`src/rtl/sdrahb_cdc_wr_arbiter.sv`:
```
// sdrahb_cdc_wr_arbiter
// Round-robin write-port arbiter for one CDC_FIFO. A granted requester keeps
// the port until its LAST beat. Each accepted beat is tagged {id, last, data}
// and held in a single output stage that drives the FIFO write port.
//
// state  | meaning
// -------+----------------------------------------------------------------
// ARB    | no burst open; round-robin scan starting at rr_ptr
// BURST  | owner holds the port until it transfers a LAST beat (LOCKED=1)

module sdrahb_cdc_wr_arbiter #(
  parameter int NUM_REQ    = 2,
  parameter int DATA_WIDTH = 16,
  localparam int ID_W      = (NUM_REQ <= 2) ? 1 : $clog2(NUM_REQ),
  localparam int WORD_W    = ID_W + 1 + DATA_WIDTH
) (
  input  logic                          CLK_WR,
  input  logic                          W_RST_N,
  input  logic                          TERMINATE,
  input  logic [NUM_REQ-1:0]            REQ_VALID,
  input  logic [NUM_REQ-1:0]            REQ_LAST,
  input  logic [NUM_REQ*DATA_WIDTH-1:0] REQ_DATA,
  output logic [NUM_REQ-1:0]            REQ_READY,
  input  logic                          FIFO_RDY,
  output logic                          FIFO_WR_EN,
  output logic [WORD_W-1:0]             FIFO_DATA,
  output logic                          FIFO_TERM,
  output logic                          LOCKED
);

  typedef logic [ID_W-1:0] id_t;
  typedef enum logic {ST_ARB = 1'b0, ST_BURST = 1'b1} state_t;

  localparam id_t LAST_ID = id_t'(NUM_REQ - 1);

  state_t                  state;
  id_t                     rr_ptr;
  id_t                     owner;
  logic                    out_vld;
  logic [WORD_W-1:0]       out_word;
  logic                    fifo_term;

  logic [NUM_REQ-1:0]      grant;
  logic                    slot_free;
  logic                    xfer;
  id_t                     xfer_id;
  logic                    xfer_last;
  logic [DATA_WIDTH-1:0]   xfer_data;

  // Explicit wrap so non-power-of-two requester counts never point past the end.
  function automatic id_t wrap_inc(input id_t v);
    return (v == LAST_ID) ? '0 : id_t'(v + 1'b1);
  endfunction

  // Grant: burst owner when locked, else first valid requester from rr_ptr onward.
  always_comb begin
    int  idx;
    logic found;
    grant = '0;
    idx   = 0;
    found = 1'b0;
    if (state == ST_BURST) begin
      grant[owner] = 1'b1;
    end else begin
      for (int k = 0; k < NUM_REQ; k++) begin
        idx = int'(rr_ptr) + k;
        if (idx >= NUM_REQ) idx = idx - NUM_REQ;
        if (!found && REQ_VALID[id_t'(idx)]) begin
          grant[id_t'(idx)] = 1'b1;
          found = 1'b1;
        end
      end
    end
  end

  // Ready is withheld while the stage is stuck or an abort is in flight;
  // the reset term keeps REQ_READY low for the whole time reset is asserted.
  assign slot_free = !out_vld || FIFO_RDY;
  assign REQ_READY = (slot_free && !TERMINATE && !fifo_term && W_RST_N) ? grant : '0;

  // Select the beat being transferred this cycle (grant is one-hot or zero).
  always_comb begin
    xfer      = 1'b0;
    xfer_id   = '0;
    xfer_last = 1'b0;
    xfer_data = '0;
    for (int i = 0; i < NUM_REQ; i++) begin
      if (REQ_VALID[i] && REQ_READY[i]) begin
        xfer      = 1'b1;
        xfer_id   = id_t'(i);
        xfer_last = REQ_LAST[i];
        xfer_data = REQ_DATA[i*DATA_WIDTH +: DATA_WIDTH];
      end
    end
  end

  // Arbiter FSM, round-robin pointer and the one-entry output stage.
  always_ff @(posedge CLK_WR or negedge W_RST_N) begin
    if (!W_RST_N) begin
      state     <= ST_ARB;
      rr_ptr    <= '0;
      owner     <= '0;
      out_vld   <= 1'b0;
      out_word  <= '0;
      fifo_term <= 1'b0;
    end else begin
      fifo_term <= TERMINATE;
      if (TERMINATE) begin
        out_vld  <= 1'b0;
        out_word <= '0;
        state    <= ST_ARB;
        rr_ptr   <= '0;
      end else begin
        if (xfer) begin
          out_vld  <= 1'b1;
          out_word <= {xfer_id, xfer_last, xfer_data};
        end else if (FIFO_RDY) begin
          out_vld  <= 1'b0;
        end
        if (xfer) begin
          if (xfer_last) begin
            rr_ptr <= wrap_inc(xfer_id);
            state  <= ST_ARB;
          end else begin
            owner  <= xfer_id;
            state  <= ST_BURST;
          end
        end
      end
    end
  end

  assign FIFO_WR_EN = out_vld;
  assign FIFO_DATA  = out_word;
  assign FIFO_TERM  = fifo_term;
  assign LOCKED     = (state == ST_BURST);

endmodule

```
`config.mk`:
```
export PLATFORM = sky130hd
export DESIGN_NAME = sdrahb_cdc_wr_arbiter
export DESIGN_NICKNAME = d
export VERILOG_FILES = /design/src/rtl/sdrahb_cdc_wr_arbiter.sv
export SDC_FILE = /design/constraint.sdc
export NUM_CORES = 1
export LEC_CHECK = 0
export BUFFER_PORTS_ARGS = -buffer_cell sky130_fd_sc_hd__buf_2
export CAP_MARGIN = 30
export CORE_ASPECT_RATIO = 1.2
export CORE_MARGIN = 1
export CORE_UTILIZATION = 46
export DETAILED_ROUTE_END_ITERATION = 12
export PLACE_DENSITY = 0.79
export SYNTH_ARGS = -nofsm -noshare
export SYNTH_HDL_FRONTEND = slang
export SYNTH_SLANG_ARGS = --single-unit
```
`constraint.sdc`:
```
create_clock -name CLK_WR -period 1.95 [get_ports CLK_WR]
set_input_delay 0.39 -clock CLK_WR [delete_from_list [all_inputs] [get_ports CLK_WR]]
set_output_delay 0.39 -clock CLK_WR [all_outputs]
set_load 0.05 [all_outputs]
```
# Word level (Yosys, flattened, before mapping)
# Cells that the tools add are included.
dict set report totals {
  output_inout_bits 23
  elab_cells 80
  input_bits 40
  ff_bits 23
}
dict set report classes {
  muxes 40
  add_sub_neg 4
  magnitude_cmp 8
  bitwise_logic 3
  reduce_logical 19
}
# cell count
set op_table {}
lappend op_table {{18-bit two-way mux} 2}
lappend op_table {{16-bit two-way mux} 2}
lappend op_table {{1-bit two-way mux} 28}
lappend op_table {{2-bit two-way mux} 5}
lappend op_table {{1-bit logical AND} 9}
lappend op_table {{1-bit by 2-bit less-than comparator with 1-bit output (second input constant)} 3}
lappend op_table {{1-bit logical NOT} 4}
lappend op_table {{2-bit nonzero test} 2}
lappend op_table {{1-bit demux with 1-bit select} 3}
lappend op_table {{1-bit >= comparator (second input constant)} 3}
lappend op_table {{3-bit AND reduction} 1}
lappend op_table {{3-bit nonzero test} 1}
lappend op_table {{1-bit by 1-bit adder with 2-bit output (second input constant)} 1}
lappend op_table {{1-bit by 2-bit >= comparator with 1-bit output (second input constant)} 1}
lappend op_table {{2-bit >= comparator (second input constant)} 1}
lappend op_table {{1-bit inverter} 2}
lappend op_table {{2-bit OR} 1}
lappend op_table {{2-bit AND reduction} 1}
lappend op_table {{1-bit subtractor (second input constant)} 2}
lappend op_table {{1-bit adder (second input constant)} 1}
lappend op_table {{1-bit logical OR} 1}

# Depth between registers and ports, before layout
dict set report depth {
  ltp_word 20
  mapped_depth 8
}

# Worst setup path after synthesis
# OpenSTA, ideal clock, no wires.
dict set report synth_path {
  kind {register to output}
  startpoint {register state (netlist: LOCKED)}
  endpoint {output REQ_READY[0]}
  n_path_buf 0
  slack_ps -195
  arrival_time_ps 1755
  path_stages_with_launch 4
  cell_sequence {dfrtp_1 > nand2b_1 > a21o_1 > a21oi_1}
}
dict set report synth_via {
  elab_chain_cells 2
}
# item line
set synth_rtl {}
lappend synth_rtl {{start, declared} 36} ;# state_t state;
lappend synth_rtl {{start signal, assigned} 100} ;# state <= ST_ARB;
lappend synth_rtl {{start signal, assigned} 111} ;# state <= ST_ARB;
lappend synth_rtl {{start signal, assigned} 123} ;# state <= ST_ARB;
lappend synth_rtl {{2-bit two-way mux} 62} ;# if (state == ST_BURST) begin
lappend synth_rtl {{2-bit two-way mux} 79} ;# assign REQ_READY = (slot_free && !TERMINATE && !fifo_term && W_RST_N) ? grant : '0;
lappend synth_rtl {{end, declared} 23} ;# output logic [NUM_REQ-1:0] REQ_READY,
# Every way passes these cells.

# Worst setup path after layout
# Ends and elaborated chain as after synthesis.

==> reports/qor.csv <==
metric,value,unit
Worst EP required,1.56,ns
clock sink total,23,
Final Util,0.659,
minimum clock period,1.87,ns
Setup WS pre-CTS,0.0503,ns
Clock Tree Buf Depth,2,
Slew @ Worst Pin,0.284,ns
clock share of power,0.183,
die area,0.00310,mm^2
clk_lat worst skew,0.30,ns
Reg power frac,0.481,
I/O Pins,63,
most frequent cells in the layout,"buf_2, mux2_2, dfrtp_1",
f_max,0.534,GHz
number of synthesis warnings,0,
Gate power share,0.336,
initial drt markers,19,
RSZ-0062 raised after global routing,no,
CP Launch Type,flip-flop,
Worst setup startpoint,LOCKED,
first-pass GRT wire length,4420,um
switching pwr,395,uW
Post-Syn Area,0.00133,mm^2
Final period util,0.961,
CORE AREA,0.00263,mm^2
nets@finish,216,
worst-path maximum fanout,6,
Slew Limit Fails,0,
drc violations,0,
fill cell count,212,
CTS tree,built,
Worst Clk Skew,0.00740,ns
GRT Total Usage,0.197,
vias per cell,5.09,
pwr/cell area,660,mW/mm^2
Root Driver,clkbuf_4,
Die Height,60.8,um
count of cell types in the netlist,27,
setup_tns,0,ns
Cells after Synth,109,
Final setup viols,0,
Site Rows,20,
cts bufs inserted,3,
sw frac,0.345,
final worst slack,0.0764,ns
RR Startpoint,LOCKED,
Critical Setup Path Class,flip-flop to primary output,
"commonest non-fill, non-tap cell in the layout",buf_2,
number of synthesized register bits,23,
Mapped Nets,149,
GRT Residual Overflow,0,
maximum vdd drop,0.461,mV
Initial Utilization,0.505,
ANT cells,0,
P_int,748,uW
Hold Crit Class,input pin to asynchronous set/reset pin,
syn_area_per_cell,12.2,um^2
first-pass iteration count of the detailed router,4,
GPL Wtd Cong,0.780,
buffers added on ports,62,
Routed WL per cell,13.5,um
Antenna Nets Post-Route,0,
die width,51.0,um
final wirelength,2810,um
sequential fraction of the synthesis area,0.434,
via count,1058,
layout cell share with drive strength beyond 1,0.640,
Slew headroom,0.810,
placed insts,204,
post-CTS setup buffer count,0,
initial antenna violation count,0,
crit end category,primary output,
outcome,"finished, final reports clean",
largest net degree at the start of global routing,24,
Detail Placement HPWL,2200,um
Lkg Pwr,0.919,nW
H-tree Lvls,1,
Design Power,1.14,mW
data arrival time at the worst-slack endpoint,1.48,ns
clk slew on worst S/H paths,0.12,ns
P&R area growth vs syn,30.5,%
final-report hold violation count,0,
post-route insts no fill,208,
max_cap viols,0,
vias in the first global route,1021,
==> through the flow <==
stage	hold slack [ns]	instance area [um^2]
5_1_grt	0.112	1730
6_report	0.109	1730
3_5_place_dp	0.455	1700
2_1_floorplan	0.0944	1350
4_1_cts	0.110	1730
3_3_place_gp	0.452	1700
==> layer usage <==
| metal | vias to the layer above | GRT usage | share of wire |
|---|---|---|---|
| met5 | - | 0 | 0 |
| met4 | 0 | 0.0833 | 0.015 |
| li1 | 508 | - | - |
| met2 | 30 | 0.359 | 0.54 |
| met3 | 5 | 0.0251 | 0.037 |
| met1 | 515 | 0.233 | 0.41 |
==> power groups by stage <==
| stage | registers (mW) | clock network, mW | logic, mW |
|---|---|---|---|
| finish | 0.550 | 0.209 | 0.384 |
| global route | 0.555 | 0.239 | 0.408 |
| CTS | 0.549 | 0.219 | 0.387 |
| detailed placement | 0.558 | 0 | 0.386 |
| global placement | 0.556 | 0 | 0.377 |
| floorplan | 0.695 | 0 | 0.139 |
==> cell type report <==
type	count	area [um^2]	share of cell area
Inverter	2	7.51	0.00434
Sequential cell	23	579	0.335
Clock buffer	4	26.3	0.0152
Tap cell	33	41.3	0.0239
Multi-Input combinational cell	78	706	0.408
Timing Repair Buffer	68	370	0.214
==> cells in the mapped netlist <==
cell type / instances / share of area
clkbuf_1: 2 / 0.0057
mux2_4: 8 / 0.091
nor2_1: 2 / 0.0057
a22o_1: 1 / 0.0066
nand3_4: 1 / 0.013
a21o_1: 4 / 0.023
inv_1: 2 / 0.0057
a211oi_1: 1 / 0.0057
nor2b_1: 13 / 0.061
buf_6: 2 / 0.017
and2_4: 1 / 0.0066
nand2b_1: 4 / 0.019
nor2_4: 1 / 0.0085
o211ai_1: 1 / 0.0057
o31ai_1: 1 / 0.0057
buf_12: 1 / 0.015
mux2_2: 22 / 0.19
and2b_1: 3 / 0.017
mux2i_1: 1 / 0.0075
a32o_1: 1 / 0.0075
dfrtp_1: 23 / 0.43
nor3_1: 1 / 0.0038
or3_4: 1 / 0.0085
a21oi_1: 4 / 0.015
o21ai_0: 2 / 0.0075
buf_2: 1 / 0.0038
nand2_1: 5 / 0.014
==> repair_timing <==
action | 4_1_cts | 5_1_grt
hold buffers | 0 | 0
endpoints found under the setup margin | 0 | 5
gates resized for setup | 0 | 4
hold endpoints to repair | 0 | 0
==> final timing paths <==
| kind | depth (start not counted) | endpoint | slack [ns] |
|---|---|---|---|
| max | 4 | REQ_READY[0] | 0.08 |
| min in group CLK_WR | 3 | FIFO_DATA[12] | 0.28 |
| min reg2reg | 1 | FIFO_DATA[16] | 0.50 |
| max reg2reg | 6 | FIFO_DATA[0] | 0.12 |
| min | 2 | LOCKED | 0.11 |
| max in group asynchronous | 2 | FIFO_WR_EN | 1.61 |
==> registers in the layout, indices dropped and copies added (netlist names) <==
name / flops
rr_ptr: 1
FIFO_TERM: 1
FIFO_DATA: 18
FIFO_WR_EN: 1
LOCKED: 1
owner: 1
==> cells by family after synthesis <==
logic type,share of synthesized area
DFF,0.434
and+or+nand+nor,0.158
AOI/OAI and AO/OA,0.0764
buffers and inverters,0.0472
muxes,0.285
==> critical path, cell delays in order, from the launching register on <==
cell	delay [ns]
dfrtp_2	0.46
nand2b_1	0.17
a21o_1	0.17
a21oi_2	0.12
buf_2	0.26
No activity file was read; power rests on OpenSTA's default activity.
